==> config.mk <==
export PLATFORM = sky130hd
export DESIGN_NAME = sopc_rst_ctrl_flat
export DESIGN_NICKNAME = d
export VERILOG_FILES = /design/src/rtl/sopc_rst_ctrl_if.sv /design/src/rtl/sopc_rst_ctrl.sv /design/src/flat_wrapper.sv
export SDC_FILE = /design/constraint.sdc
export NUM_CORES = 1
export LEC_CHECK = 0
export BUFFER_PORTS_ARGS = -buffer_cell sky130_fd_sc_hd__buf_4
export CAP_MARGIN = 30
export CORE_UTILIZATION = 45
export CTS_CLUSTER_SIZE = 24
export DETAILED_ROUTE_END_ITERATION = 6
export GPL_ROUTABILITY_DRIVEN = 0
export PLACE_DENSITY_LB_ADDON = 0.05
export RECOVER_POWER = 25
export SYNTH_ARGS = -nofsm -noshare
export SYNTH_HDL_FRONTEND = slang
export SYNTH_SLANG_ARGS = --single-unit
export TNS_END_PERCENT = 100
==> constraint.sdc <==
create_clock -name CLOCK_50 -period 3.3 [get_ports CLOCK_50]
set_input_delay 0.33 -clock CLOCK_50 [delete_from_list [all_inputs] [get_ports CLOCK_50]]
set_output_delay 0.33 -clock CLOCK_50 [all_outputs]
set_load 0.05 [all_outputs]
==> src/rtl/sopc_rst_ctrl_if.sv <==
// Status and control bundle between the board reset controller and the CPU side.
// The CPU side (master) requests resets and kicks the watchdog; the controller answers with status.
interface sopc_rst_ctrl_if #(
  parameter int WDT_WIDTH = 16,
  parameter int CNT_WIDTH = 8
);
  logic                 sw_rst_req;
  logic                 wdt_en;
  logic                 wdt_kick;
  logic [WDT_WIDTH-1:0] wdt_timeout;
  logic                 rst_out;
  logic                 ready;
  logic [1:0]           rst_cause;
  logic [CNT_WIDTH-1:0] rst_events;

  modport master (
    output sw_rst_req, wdt_en, wdt_kick, wdt_timeout,
    input  rst_out, ready, rst_cause, rst_events
  );

  modport slave (
    input  sw_rst_req, wdt_en, wdt_kick, wdt_timeout,
    output rst_out, ready, rst_cause, rst_events
  );
endinterface

==> src/rtl/sopc_rst_ctrl.sv <==
// Board reset controller: synchronised external release, fixed hold time,
// CPU soft reset, watchdog, and last-cause / event bookkeeping for the sopc core.
module sopc_rst_ctrl #(
  parameter int HOLD_CYCLES = 16,
  parameter int WDT_WIDTH   = 16,
  parameter int CNT_WIDTH   = 8
) (
  input  logic CLOCK_50,
  input  logic rst,
  sopc_rst_ctrl_if.slave bus
);

  localparam int HW = (HOLD_CYCLES > 1) ? $clog2(HOLD_CYCLES) : 1;
  localparam logic [HW-1:0] HOLD_LAST = HW'(HOLD_CYCLES - 1);

  typedef enum logic [1:0] {
    S_RESET,
    S_HOLD,
    S_RUN
  } state_t;

  state_t               state_q, state_d;
  logic [1:0]           sync_q, sync_d;
  logic [HW-1:0]        hold_q, hold_d;
  logic [WDT_WIDTH-1:0] wdt_q, wdt_d;
  logic [1:0]           cause_q, cause_d;
  logic [CNT_WIDTH-1:0] ev_q, ev_d;
  logic                 rst_out_q, rst_out_d;

  logic wdt_off;
  logic wdt_exp;
  logic [CNT_WIDTH-1:0] ev_inc;

  assign wdt_off = !bus.wdt_en || (bus.wdt_timeout == '0);
  assign wdt_exp = !wdt_off && !bus.wdt_kick
                && (wdt_q == bus.wdt_timeout - 1'b1);
  assign ev_inc  = (&ev_q) ? ev_q : ev_q + 1'b1;

  always_comb begin
    state_d = state_q;
    sync_d  = {sync_q[0], 1'b0};
    hold_d  = hold_q;
    wdt_d   = wdt_q;
    cause_d = cause_q;
    ev_d    = ev_q;
    unique case (state_q)
      S_RESET: begin
        // release leaving the first stage is caught by the second on this edge
        if (!sync_q[0] && sync_q[1]) begin
          state_d = S_HOLD;
          hold_d  = '0;
        end
      end
      S_HOLD: begin
        wdt_d = '0;
        if (hold_q == HOLD_LAST) begin
          state_d = S_RUN;
        end else begin
          hold_d = hold_q + 1'b1;
        end
      end
      S_RUN: begin
        wdt_d = (wdt_off || bus.wdt_kick) ? '0 : wdt_q + 1'b1;
        if (bus.sw_rst_req) begin
          state_d = S_HOLD;
          hold_d  = '0;
          wdt_d   = '0;
          cause_d = 2'b01;
          ev_d    = ev_inc;
        end else if (wdt_exp) begin
          state_d = S_HOLD;
          hold_d  = '0;
          wdt_d   = '0;
          cause_d = 2'b10;
          ev_d    = ev_inc;
        end
      end
      default: begin
        state_d = S_RESET;
      end
    endcase
    rst_out_d = (state_d != S_RUN);
  end

  always_ff @(posedge CLOCK_50 or posedge rst) begin
    if (rst) begin
      state_q   <= S_RESET;
      sync_q    <= 2'b11;
      hold_q    <= '0;
      wdt_q     <= '0;
      cause_q   <= 2'b00;
      ev_q      <= '0;
      rst_out_q <= 1'b1;
    end else begin
      state_q   <= state_d;
      sync_q    <= sync_d;
      hold_q    <= hold_d;
      wdt_q     <= wdt_d;
      cause_q   <= cause_d;
      ev_q      <= ev_d;
      rst_out_q <= rst_out_d;
    end
  end

  assign bus.rst_out    = rst_out_q;
  assign bus.ready      = ~rst_out_q;
  assign bus.rst_cause  = cause_q;
  assign bus.rst_events = ev_q;

endmodule

==> src/flat_wrapper.sv <==
// flat-port wrapper written by rule: the top's interface ports become plain ports
module sopc_rst_ctrl_flat 
#(
  parameter int HOLD_CYCLES = 16,
  parameter int WDT_WIDTH   = 16,
  parameter int CNT_WIDTH   = 8
)
  (CLOCK_50, rst, bus_sw_rst_req, bus_wdt_en, bus_wdt_kick, bus_wdt_timeout, bus_rst_out, bus_ready, bus_rst_cause, bus_rst_events);
  sopc_rst_ctrl_if #(.WDT_WIDTH(WDT_WIDTH), .CNT_WIDTH(CNT_WIDTH)) bus_i ();
  input  logic CLOCK_50;
  input  logic rst;
  input wire logic [$bits(bus_i.sw_rst_req)-1:0] bus_sw_rst_req;
  input wire logic [$bits(bus_i.wdt_en)-1:0] bus_wdt_en;
  input wire logic [$bits(bus_i.wdt_kick)-1:0] bus_wdt_kick;
  input wire logic [$bits(bus_i.wdt_timeout)-1:0] bus_wdt_timeout;
  output wire logic [$bits(bus_i.rst_out)-1:0] bus_rst_out;
  output wire logic [$bits(bus_i.ready)-1:0] bus_ready;
  output wire logic [$bits(bus_i.rst_cause)-1:0] bus_rst_cause;
  output wire logic [$bits(bus_i.rst_events)-1:0] bus_rst_events;
  assign bus_i.sw_rst_req = bus_sw_rst_req;
  assign bus_i.wdt_en = bus_wdt_en;
  assign bus_i.wdt_kick = bus_wdt_kick;
  assign bus_i.wdt_timeout = bus_wdt_timeout;
  assign bus_rst_out = bus_i.rst_out;
  assign bus_ready = bus_i.ready;
  assign bus_rst_cause = bus_i.rst_cause;
  assign bus_rst_events = bus_i.rst_events;
  sopc_rst_ctrl #(.HOLD_CYCLES(HOLD_CYCLES), .WDT_WIDTH(WDT_WIDTH), .CNT_WIDTH(CNT_WIDTH)) u_core (.CLOCK_50(CLOCK_50), .rst(rst), .bus(bus_i));
endmodule
==> results.txt, run 1 <==
----------------------------------------------------
[Worst setup path]
  Worst path bufs/invs ... 0
  R2r worst-path depth ... 7
  Reg-to-reg slack, setup ... 0.56 ns
  Signal arrival time at the worst endpoint ... 2.90 ns
  Max stage delay on crit path ... 0.58 ns
  Critical Path Source Type ... register
  Crit-path max FO ... 9
  Family with the most delay on the worst path ... compound AO/OA/AOI/OAI gates
  Critical Path, Cell by Cell ... xnor2_1, o21ai_0, a2111oi_4, o2111ai_2, o41ai_4, nand3_2, mux2_4
  FF-to-FF Start ... u_core.wdt_q[8]
  Critical path required time ... 3.46 ns
  Critical register-to-register path endpoint ... u_core.bus.rst_events[1]
  Critical path endpoint category ... register
  WS Path Type ... register to register
  Critical path's slowest cell ... sky130_fd_sc_hd__o41ai_4

[CTS]
  Post-CTS Setup Repair Bufs ... 0
  Clock slew at the register clock pins of the worst setup and hold paths ... 0.07 ns
  H-tree depth reported by CTS ... 2
  Clock Sinks ... 35
  Number of hold-repair buffers added at the cts stage ... 0
  Cell at the root of the clock tree ... sky130_fd_sc_hd__clkbuf_8
  Cts bufs inserted ... 5
  Maximum count of clock buffers along a single path ... 2
  CTS tree ... yes
  Number of gates resized after cts ... 0
  Clock latency on the worst-skew pair ... 0.28 ns

[Cells and area]
  Area growth from synthesis to final layout ... 15.7%
  Number of nets in the finished design ... 346
  Ratio of cells with drive above 1 in the final layout ... 17.7%
  Number of antenna diodes ... 0
  Post-Layout Inst Area ... 2910 um2

[Min path]
  Path class of the lowest-slack min-delay path ... input port to async pin

[Floorplan]
  Initial Util ... 48.0%
  Die area ... 5890 um2
  Number of top-level pins ... 33
  Std-Cell Core Area ... 5240 um2
  Number of placement rows ... 26
  Die width ... 76.8 um
  Die extent in y ... 76.8 um

[Synth]
  Most common flop cell mapped by yosys ... sky130_fd_sc_hd__dfrtp_1
  Post-Synthesis Net Count ... 311
  Avg Synthesized Cell Area ... 8.95 um2
  Share of synthesized area occupied by flip-flops and latches ... 35.0%
  Cell area after synthesis ... 2520 um2
  Share of flip-flops with an asynchronous set or reset ... 100%
  Post-synth EDFFs ... 0
  Post-synthesis sequential element count ... 35
  Warnings from Yosys ... 0
  Cells after Synth ... 281
  Post-synth cell types ... 57

[STA]
  Skew final ... 0.00839 ns
  Max-slew violations ... 0
  Hold violation total from the final report ... 0
  Shortest clock period the worst path allows after layout ... 2.74 ns
  Setup repair after global routing missed its margin ... no
  Final critical-path setup slack ... 0.561 ns
  Endpoints failing setup ... 0
  Normalized max-slew margin ... 40.3%
  Worst Max-Slew Pin Slew ... 0.896 ns
  Final cycle utilization of the critical path ... 83.0%
  Final total negative setup slack ... 0 ns
  Highest Clock Rate ... 0.365 GHz
  Worst hold margin ... 0.0284 ns

[Detailed routing]
  Violation count after the first detailed-routing iteration ... 125
  First drt pass iteration count ... 4
  Remaining design rule violation count ... 0
  Remaining antenna violation count after routing ... 0
  Total wire length after detailed routing ... 5690 um
  Count of vias placed by the detailed router ... 2,176
  Per-cell routed wire length ... 14.7 um
  Drt via density ... 5.62

[Global route]
  Wire length of the first global-routing pass ... 9830 um
  Via count of the first global-routing pass ... 2,145
  Global route total overflow ... 0
  Maximum number of pins on one net before global-route repair ... 27
  Number of antenna violations at the first check in global routing ... 0
  GR Util All Layers ... 20.7%

[Run status]
  Result of the run ... completed

[Placement]
  Port Buf Inserts ... 32
  Area post-placement ... 2850 um2
  Post-place setup slack ... 0.305 ns
  Detailed-placement wirelength estimate ... 4390 um

[Power]
  Share of total power in combinational logic ... 28.2%
  Switching part of the total power ... 33.2%
  Power spent charging and discharging nets ... 0.356 mW
  Pleak ... 1.28 nW
  Total power per unit cell area ... 368 nW/um2
  Power share of the clock group ... 27.2%
  Overall power consumption ... 1.07 mW
  Worst vdd rail ir drop ... 278 uV
  Power Internal ... 0.715 mW
  Share of power burned in registers ... 44.7%

[Flow run]
  Max-cap viol count ... 0

----------------------------------------------------
[cells in the mapped netlist, types with 2 or more instances]
| library cell | count | area, um2 |
|---|---|---|
| sky130_fd_sc_hd__a211oi_1 | 3 | 22.5 |
| sky130_fd_sc_hd__a21boi_0 | 2 | 15.0 |
| sky130_fd_sc_hd__a21oi_1 | 12 | 60.1 |
| sky130_fd_sc_hd__a2bb2oi_1 | 2 | 17.5 |
| sky130_fd_sc_hd__a311oi_1 | 2 | 17.5 |
| sky130_fd_sc_hd__a31oi_1 | 5 | 31.3 |
| sky130_fd_sc_hd__and2_1 | 5 | 31.3 |
| sky130_fd_sc_hd__and3_1 | 11 | 68.8 |
| sky130_fd_sc_hd__buf_6 | 2 | 22.5 |
| sky130_fd_sc_hd__clkbuf_1 | 7 | 26.3 |
| sky130_fd_sc_hd__dfrtp_1 | 32 | 801 |
| sky130_fd_sc_hd__dfstp_2 | 3 | 78.8 |
| sky130_fd_sc_hd__ha_1 | 9 | 113 |
| sky130_fd_sc_hd__inv_1 | 24 | 90.1 |
| sky130_fd_sc_hd__nand2_1 | 9 | 33.8 |
| sky130_fd_sc_hd__nand2b_1 | 3 | 18.8 |
| sky130_fd_sc_hd__nand3_1 | 13 | 65.1 |
| sky130_fd_sc_hd__nand4_1 | 11 | 68.8 |
| sky130_fd_sc_hd__nor2_1 | 17 | 63.8 |
| sky130_fd_sc_hd__nor2b_1 | 7 | 43.8 |
| sky130_fd_sc_hd__nor3_1 | 9 | 45.0 |
| sky130_fd_sc_hd__nor3b_1 | 3 | 22.5 |
| sky130_fd_sc_hd__o211ai_1 | 8 | 60.1 |
| sky130_fd_sc_hd__o21ai_0 | 7 | 35.0 |
| sky130_fd_sc_hd__o21ai_1 | 9 | 45.0 |
| sky130_fd_sc_hd__o22ai_1 | 3 | 18.8 |
| sky130_fd_sc_hd__o31a_1 | 3 | 26.3 |
| sky130_fd_sc_hd__or3_1 | 4 | 25.0 |
| sky130_fd_sc_hd__xnor2_1 | 13 | 114 |
| sky130_fd_sc_hd__xor2_1 | 16 | 140 |
[sequential cells by signal, summed over array words and instances, names as in the netlist]
register,flops
u_core.state_q,2
u_core.sync_q,2
u_core.bus.rst_events,8
u_core.wdt_q,16
u_core.bus.rst_out,1
u_core.hold_q,4
u_core.bus.rst_cause,2
[worst reg2reg max path, delay by kind of cell, from the launching register on]
family	cells	cell delay (ns)
mux	1	0.34
xor+xnor	1	0.31
simple gates	1	0.19
compound gates	4	1.35
flops	1	0.45
[layout by cell type, fill, tap and decap left out, types with 4 or more instances in the layout]
cell / count
sky130_fd_sc_hd__nor2_1: 17
sky130_fd_sc_hd__and3_1: 11
sky130_fd_sc_hd__xnor2_1: 13
sky130_fd_sc_hd__o21ai_1: 9
sky130_fd_sc_hd__dfrtp_1: 32
sky130_fd_sc_hd__nand4_1: 11
sky130_fd_sc_hd__a21oi_1: 12
sky130_fd_sc_hd__nor3_1: 9
sky130_fd_sc_hd__clkbuf_8: 5
sky130_fd_sc_hd__ha_1: 9
sky130_fd_sc_hd__o211ai_1: 8
sky130_fd_sc_hd__xor2_1: 16
sky130_fd_sc_hd__nand2_1: 9
sky130_fd_sc_hd__a31oi_1: 5
sky130_fd_sc_hd__nand3_1: 13
sky130_fd_sc_hd__or3_1: 4
sky130_fd_sc_hd__o21ai_0: 7
sky130_fd_sc_hd__buf_4: 35
sky130_fd_sc_hd__inv_1: 24
sky130_fd_sc_hd__nor2b_1: 7
sky130_fd_sc_hd__and2_1: 5
[worst max path at each step]
stage	from	to	cells past startpoint
after global placement	bus_wdt_timeout[0]	u_core.bus.rst_events[1]	10
after detailed placement	bus_wdt_timeout[0]	u_core.bus.rst_events[1]	10
after global routing	u_core.wdt_q[8]	u_core.bus.rst_events[1]	7
after CTS	u_core.wdt_q[8]	u_core.bus.rst_events[1]	7
after floorplan	bus_wdt_timeout[0]	u_core.bus.rst_events[1]	9
final	u_core.wdt_q[8]	u_core.bus.rst_events[1]	7
[power by group through the flow]
stage	logic [mW]	registers (mW)	clock network (mW)
3_5_place_dp	0.302	0.487	0
3_3_place_gp	0.299	0.486	0
2_1_floorplan	0.191	0.503	0
6_report	0.302	0.479	0.291
5_1_grt	0.334	0.483	0.324
4_1_cts	0.306	0.479	0.307
[routing by layer]
layer  vias to the layer above  track usage, %  share of wire, %
met1                      1029            25.8                45
met4                         0            9.23               1.6
li1                       1088               -                 -
met2                        53            34.4                48
met5                         -               0                 0
met3                         6            4.05               4.5
[kinds of logic (layout without fill, tap and decap cells)]
logic type                 Yosys count  after routing  synth area share (%)
and+or+nand+nor                    103            103                  23.6
AOI/OAI and AO/OA                   68             68                  19.8
xor gates and xnor gates            29             29                  10.1
adders and majority gates            9              9                  4.48
buffers and inverters               33             69                  5.52
DFF                                 35             35                  35.0
muxes                                3              3                  1.44
other                                1              1                 0.149
[final cells by class]
class	instances	area (um2)
multi-input combinational	213	1500
fill	506	2330
inverter	24	90.1
timing repair buffer	37	274
clock buffer	7	76.3
sequential	35	880
clock inverter	1	5.00
tap	70	87.6
[stage by stage]
step | utilization [%] | instances
2_1_floorplan | - | 281
3_3_place_gp | 53.9 | 378
3_5_place_dp | 54.5 | 379
4_1_cts | 56.0 | 387
5_1_grt | 55.6 | 387
6_report | 55.6 | 387
Note: power is estimated with default switching activity, not from simulation.
==> run 2, diff against run 1 <==
Clock period 3.3 ns to 2.29 ns, I/O delays scaled along.
==> results.txt, run 2 (same netlist as run 1, synthesis figures left out) <==
----------------------------------------------------
[Run status]
  Result of the run ... complete, but fails checks
  Violated checks ... capacitance limit, slew limit, setup timing

[Global route]
  Maximum number of pins on one net before global-route repair ... 36
  Global route total overflow ... 0
  Number of antenna violations at the first check in global routing ... 0
  GR Util All Layers ... 22.3%
  Wire length of the first global-routing pass ... 10,300 um
  Via count of the first global-routing pass ... 2,161

[Cells and area]
  Core occupancy in the finished layout ... 64.2%
  Area growth from synthesis to final layout ... 33.6%
  Register containing the most flip-flops in the final layout ... u_core.wdt_q
  Sequential cell area ... 880 um2
  Ratio of cells with drive above 1 in the final layout ... 31.9%
  Commonest cells after routing, fill and taps aside ... 67 x sky130_fd_sc_hd__buf_4, 32 x sky130_fd_sc_hd__dfrtp_1, 24 x sky130_fd_sc_hd__inv_1, 16 x sky130_fd_sc_hd__xor2_1, 15 x sky130_fd_sc_hd__nor2_1
  Number of nets in the finished design ... 383
  Number of antenna diodes ... 0
  Leading cell type in the layout, fill and taps excluded ... sky130_fd_sc_hd__buf_4
  Number of inserted filler cells in the final layout ... 463
  Number of flip-flops under the largest register name ... 16
  Area taken by multi-input logic gates ... 1620 um2
  Final cell count without fillers ... 424

[Detailed routing]
  Violation count after the first detailed-routing iteration ... 94
  First drt pass iteration count ... 5
  Drt via density ... 5.46
  Remaining design rule violation count ... 0
  Total wire length after detailed routing ... 6260 um
  Remaining antenna violation count after routing ... 0
  Count of vias placed by the detailed router ... 2,316
  Per-cell routed wire length ... 14.8 um

[Floorplan]
  Die extent in y ... 76.8 um
  Number of placement rows ... 26
  Initial Util ... 48.0%
  Die area ... 5890 um2
  Std-Cell Core Area ... 5240 um2
  Number of top-level pins ... 33
  Die width ... 76.8 um

[CTS]
  Maximum count of clock buffers along a single path ... 2
  Cts bufs inserted ... 5
  Number of hold-repair buffers added at the cts stage ... 0
  CTS tree ... yes
  H-tree depth reported by CTS ... 2
  Cell at the root of the clock tree ... sky130_fd_sc_hd__clkbuf_8
  Clock slew at the register clock pins of the worst setup and hold paths ... 0.08 ns
  Clock Sinks ... 35
  Clock latency on the worst-skew pair ... 0.29 ns

[Power]
  Total power per unit cell area ... 519 nW/um2
  Worst vdd rail ir drop ... 334 uV
  Pleak ... 1.52 nW

[Flow run]
  Max-cap viol count ... 1

[STA]
  Hold violation total from the final report ... 0
  Normalized max-slew margin ... -29.3%
  Worst Max-Slew Pin Slew ... 1.94 ns
  Final total negative setup slack ... -0.0346 ns
  Setup repair after global routing missed its margin ... yes
  Skew final ... 0.00884 ns
  Endpoints failing setup ... 5
  Highest Clock Rate ... 0.432 GHz
  Max-slew violations ... 36
  Shortest clock period the worst path allows after layout ... 2.31 ns
  Final cycle utilization of the critical path ... 101%
  Final critical-path setup slack ... -0.0222 ns

[Min path]
  Hold Path Cell Cnt ... 2
  Hold Crit Endpoint ... u_core.bus.rst_cause[1]
  Hold Path Origin ... bus_sw_rst_req
  Path class of the lowest-slack min-delay path ... input port to register

[Worst setup path]
  Critical path required time ... 2.47 ns
  Reg-to-reg slack, setup ... -0.02 ns
  Critical register-to-register path endpoint ... u_core.bus.rst_events[1]
  FF-to-FF Start ... u_core.wdt_q[8]
  R2r worst-path depth ... 8
  Critical path endpoint category ... register
  Critical Path Source Type ... register
  Crit-path max FO ... 6
  Signal arrival time at the worst endpoint ... 2.49 ns
  WS Path Type ... register to register

[Placement]
  Port Buf Inserts ... 32
  Detailed-placement wirelength estimate ... 4720 um
  Cell total after placement ... 414

----------------------------------------------------
-- run 2: per-stage QoR --
stage | hold slack [ns] | area (um2) | total power, mW | setup WS [ns]
finish | 0.128 | 3360 | 1.75 | -0.0222
global route | 0.123 | 3360 | 1.84 | -0.123
floorplan | 0.320 | 2520 | 1.00 | -0.0677
CTS | 0.0426 | 3330 | 1.75 | -0.0912
global placement | 0.356 | 3100 | 1.16 | -0.343
detailed placement | 0.359 | 3100 | 1.16 | -0.371
-- run 2: how the worst max path moves through the flow --
stage,start,end,cells after the start
after global placement,bus_wdt_timeout[0],u_core.bus.rst_events[5],11
final,u_core.wdt_q[8],u_core.bus.rst_events[1],8
after global routing,u_core.wdt_q[8],u_core.hold_q[3],7
after CTS,u_core.wdt_q[10],u_core.wdt_q[7],8
after detailed placement,bus_wdt_timeout[0],u_core.bus.rst_events[7],11
after floorplan,bus_wdt_timeout[0],u_core.bus.rst_events[1],8
-- run 2: area by class of cell --
class | instances | area share, %
clock buffer | 5 | 2.05
sequential | 35 | 26.2
timing repair buffer | 74 | 17.0
inverter | 24 | 2.68
multi-input combinational | 213 | 48.2
tap | 70 | 2.61
clock inverter | 3 | 1.30
-- run 2: report_power, final --
group | total, mW | switching [mW] | internal, mW
clock | 0.563 | 0.239 | 0.324
combinational | 0.488 | 0.291 | 0.197
sequential | 0.694 | 0.0385 | 0.655
-- run 2: what timing repair did --
action / CTS / global route
resized for setup: 23 / 8
setup buffers: 1 / 0
cloned: 1 / 0
endpoints found under the setup margin: 29 / 31
endpoints found under the hold margin: 0 / 0
pin swaps: 9 / 10
-- run 2: worst max-delay path: stages (launching register included) --
cell and delay, ns:
sky130_fd_sc_hd__dfrtp_1 0.42, sky130_fd_sc_hd__xnor2_2 0.18, sky130_fd_sc_hd__buf_4 0.15, sky130_fd_sc_hd__a311oi_2 0.26, sky130_fd_sc_hd__nand4_1 0.25, sky130_fd_sc_hd__o41ai_4 0.35
sky130_fd_sc_hd__buf_6 0.19, sky130_fd_sc_hd__nand3_4 0.10, sky130_fd_sc_hd__mux2_4 0.31
-- run 2: layer usage --
layer	up-vias	wire, um	global-route usage, %
met3	7	228	3.81
met1	1115	3090	31.5
met5	-	0	0
li1	1156	-	-
met4	0	63	5.19
met2	38	2880	35.5
==> run 3, diff against run 2 <==
Settings changed: PLACE_DENSITY set to 0.67, PLACE_DENSITY_LB_ADDON 0.05 to unset.
==> results.txt, run 3 (same netlist as run 1, synthesis figures left out) <==
----------------------------------------------------
[Cells and area]
  Ratio of cells with drive above 1 in the final layout ... 34.6%
  Number of flip-flops under the largest register name ... 16
  Leading cell type in the layout, fill and taps excluded ... sky130_fd_sc_hd__buf_4
  Number of antenna diodes ... 0
  Area growth from synthesis to final layout ... 37.7%
  Commonest cells after routing, fill and taps aside ... 67 x sky130_fd_sc_hd__buf_4, 31 x sky130_fd_sc_hd__dfrtp_1, 24 x sky130_fd_sc_hd__inv_1, 16 x sky130_fd_sc_hd__xor2_1, 15 x sky130_fd_sc_hd__nor2_1
  Final cell count without fillers ... 428
  Sequential cell area ... 881 um2
  Area taken by multi-input logic gates ... 1690 um2
  Number of nets in the finished design ... 387
  Register containing the most flip-flops in the final layout ... u_core.wdt_q
  Number of inserted filler cells in the final layout ... 433

[Detailed routing]
  Drt via density ... 5.50
  Remaining design rule violation count ... 0
  Violation count after the first detailed-routing iteration ... 97
  Total wire length after detailed routing ... 6340 um
  First drt pass iteration count ... 4
  Count of vias placed by the detailed router ... 2,356
  Per-cell routed wire length ... 14.8 um
  Remaining antenna violation count after routing ... 0
  Total length of routed met3 wires ... 240 um
  Top layer used by detailed routing ... met4
  Wire length on met2 ... 2980 um
  Wire length the detailed router placed on met1 ... 3070 um

[Power]
  Total power per unit cell area ... 512 nW/um2
  Pleak ... 1.53 nW
  Worst vdd rail ir drop ... 321 uV
  Overall power consumption ... 1.77 mW

[Global route]
  Via count of the first global-routing pass ... 2,322
  GR Util All Layers ... 21.9%
  Wire length of the first global-routing pass ... 10,400 um
  Global route total overflow ... 0
  Number of antenna violations at the first check in global routing ... 0
  Maximum number of pins on one net before global-route repair ... 36

[STA]
  Max-slew violations ... 36
  Skew final ... 0.00994 ns
  Final critical-path setup slack ... -0.0968 ns
  Endpoints failing setup ... 30
  Worst hold margin ... 0.152 ns
  Highest Clock Rate ... 0.419 GHz
  Normalized max-slew margin ... -26.2%
  Final cycle utilization of the critical path ... 104%
  Setup repair after global routing missed its margin ... yes
  Worst Max-Slew Pin Slew ... 1.89 ns
  Final total negative setup slack ... -1.34 ns
  Shortest clock period the worst path allows after layout ... 2.39 ns
  Hold violation total from the final report ... 0

[Worst setup path]
  Crit-path max FO ... 8
  Signal arrival time at the worst endpoint ... 2.60 ns
  WS Path Type ... register to register
  Critical path endpoint category ... register
  Critical Path Source Type ... register
  Critical path required time ... 2.51 ns

[CTS]
  Clock latency on the worst-skew pair ... 0.29 ns
  Cell at the root of the clock tree ... sky130_fd_sc_hd__clkbuf_8
  Cts bufs inserted ... 5
  Number of hold-repair buffers added at the cts stage ... 0
  Clock slew at the register clock pins of the worst setup and hold paths ... 0.08 ns
  CTS tree ... yes
  H-tree depth reported by CTS ... 2
  Clock Sinks ... 35
  Maximum count of clock buffers along a single path ... 2

[Floorplan]
  Std-Cell Core Area ... 5240 um2
  Die width ... 76.8 um
  Number of placement rows ... 26
  Die extent in y ... 76.8 um
  Initial Util ... 48.0%
  Die area ... 5890 um2
  Number of top-level pins ... 33

[Placement]
  Port Buf Inserts ... 32
  Detailed-placement wirelength estimate ... 4520 um
  Post-place setup slack ... -0.318 ns
  Cell total after placement ... 414

[Min path]
  Path class of the lowest-slack min-delay path ... input port to register

[Run status]
  Result of the run ... complete, but fails checks
  Violated checks ... capacitance limit, slew limit, setup timing

[Flow run]
  Max-cap viol count ... 1

----------------------------------------------------
## run 3: cell types whose count changed in the layout (fill, tap and decap cells not counted), moves of 2 or more
cell and delta:
sky130_fd_sc_hd__a21oi_2 +5, sky130_fd_sc_hd__nor2b_2 +2, sky130_fd_sc_hd__o22ai_1 -3, sky130_fd_sc_hd__o22ai_2 +2, sky130_fd_sc_hd__buf_6 +2, sky130_fd_sc_hd__xnor2_2 -2
sky130_fd_sc_hd__a21oi_1 -5, sky130_fd_sc_hd__nand2_8 +2
## run 3: layer usage
metal | global-route usage, % | up-vias
li1 | - | 1167
met1 | 29.2 | 1126
met2 | 36.1 | 57
met3 | 3.81 | 6
met4 | 6.92 | 0
met5 | 0 | -
## run 3: final cells by class
class / instances / share of cell area (%)
inverter: 24 / 2.60
tap: 70 / 2.53
timing repair buffer: 77 / 17.6
clock inverter: 3 / 1.26
multi-input combinational: 214 / 48.6
clock buffer: 5 / 1.99
sequential: 35 / 25.4
## run 3: what timing repair did
item                       in CTS  in global routing
setup endpoints to repair      31                 33
pin swaps                      14                 23
hold endpoints to repair        0                  0
gates cloned                    1                  1
gates resized for setup         9                 37
buffers inserted                4                  1
## run 3: worst paths after layout
kind                             startpoint                       to  slack [ns]  cells past startpoint
min in group asynchronous               rst          u_core.wdt_q[3]        0.61                      3
max reg2reg                 u_core.wdt_q[8]         u_core.hold_q[3]        -0.1                      7
max in group asynchronous               rst          u_core.wdt_q[8]        0.44                      3
max                         u_core.wdt_q[8]         u_core.hold_q[3]        -0.1                      7
min                          bus_sw_rst_req  u_core.bus.rst_cause[1]        0.15                      2
min reg2reg                u_core.sync_q[0]         u_core.sync_q[1]        0.37                      0
## run 3: metrics by stage
stage | area (um2) | utilization [%]
after floorplan | 2520 | -
after global placement | 3100 | 59.2
after detailed placement | 3100 | 59.2
after CTS | 3290 | 62.7
after global routing | 3460 | 66.1
final | 3460 | 66.1
## run 3: report_power, final
| part | switching [mW] | leakage [nW] | internal [mW] |
|---|---|---|---|
| Sequential | 0.0373 | 0.467 | 0.655 |
| Clock | 0.237 | 0.0581 | 0.324 |
| Combinational | 0.317 | 1.00 | 0.202 |
## run 3: critical path, cell delays in order, from the launching register on
cell                        delay [ns]
sky130_fd_sc_hd__dfrtp_2          0.46
sky130_fd_sc_hd__xnor2_4          0.25
sky130_fd_sc_hd__nand2_2          0.09
sky130_fd_sc_hd__a2111oi_4        0.39
sky130_fd_sc_hd__o2111ai_2        0.22
sky130_fd_sc_hd__o41a_4           0.47
sky130_fd_sc_hd__a211oi_2         0.26
sky130_fd_sc_hd__a2bb2oi_1        0.17
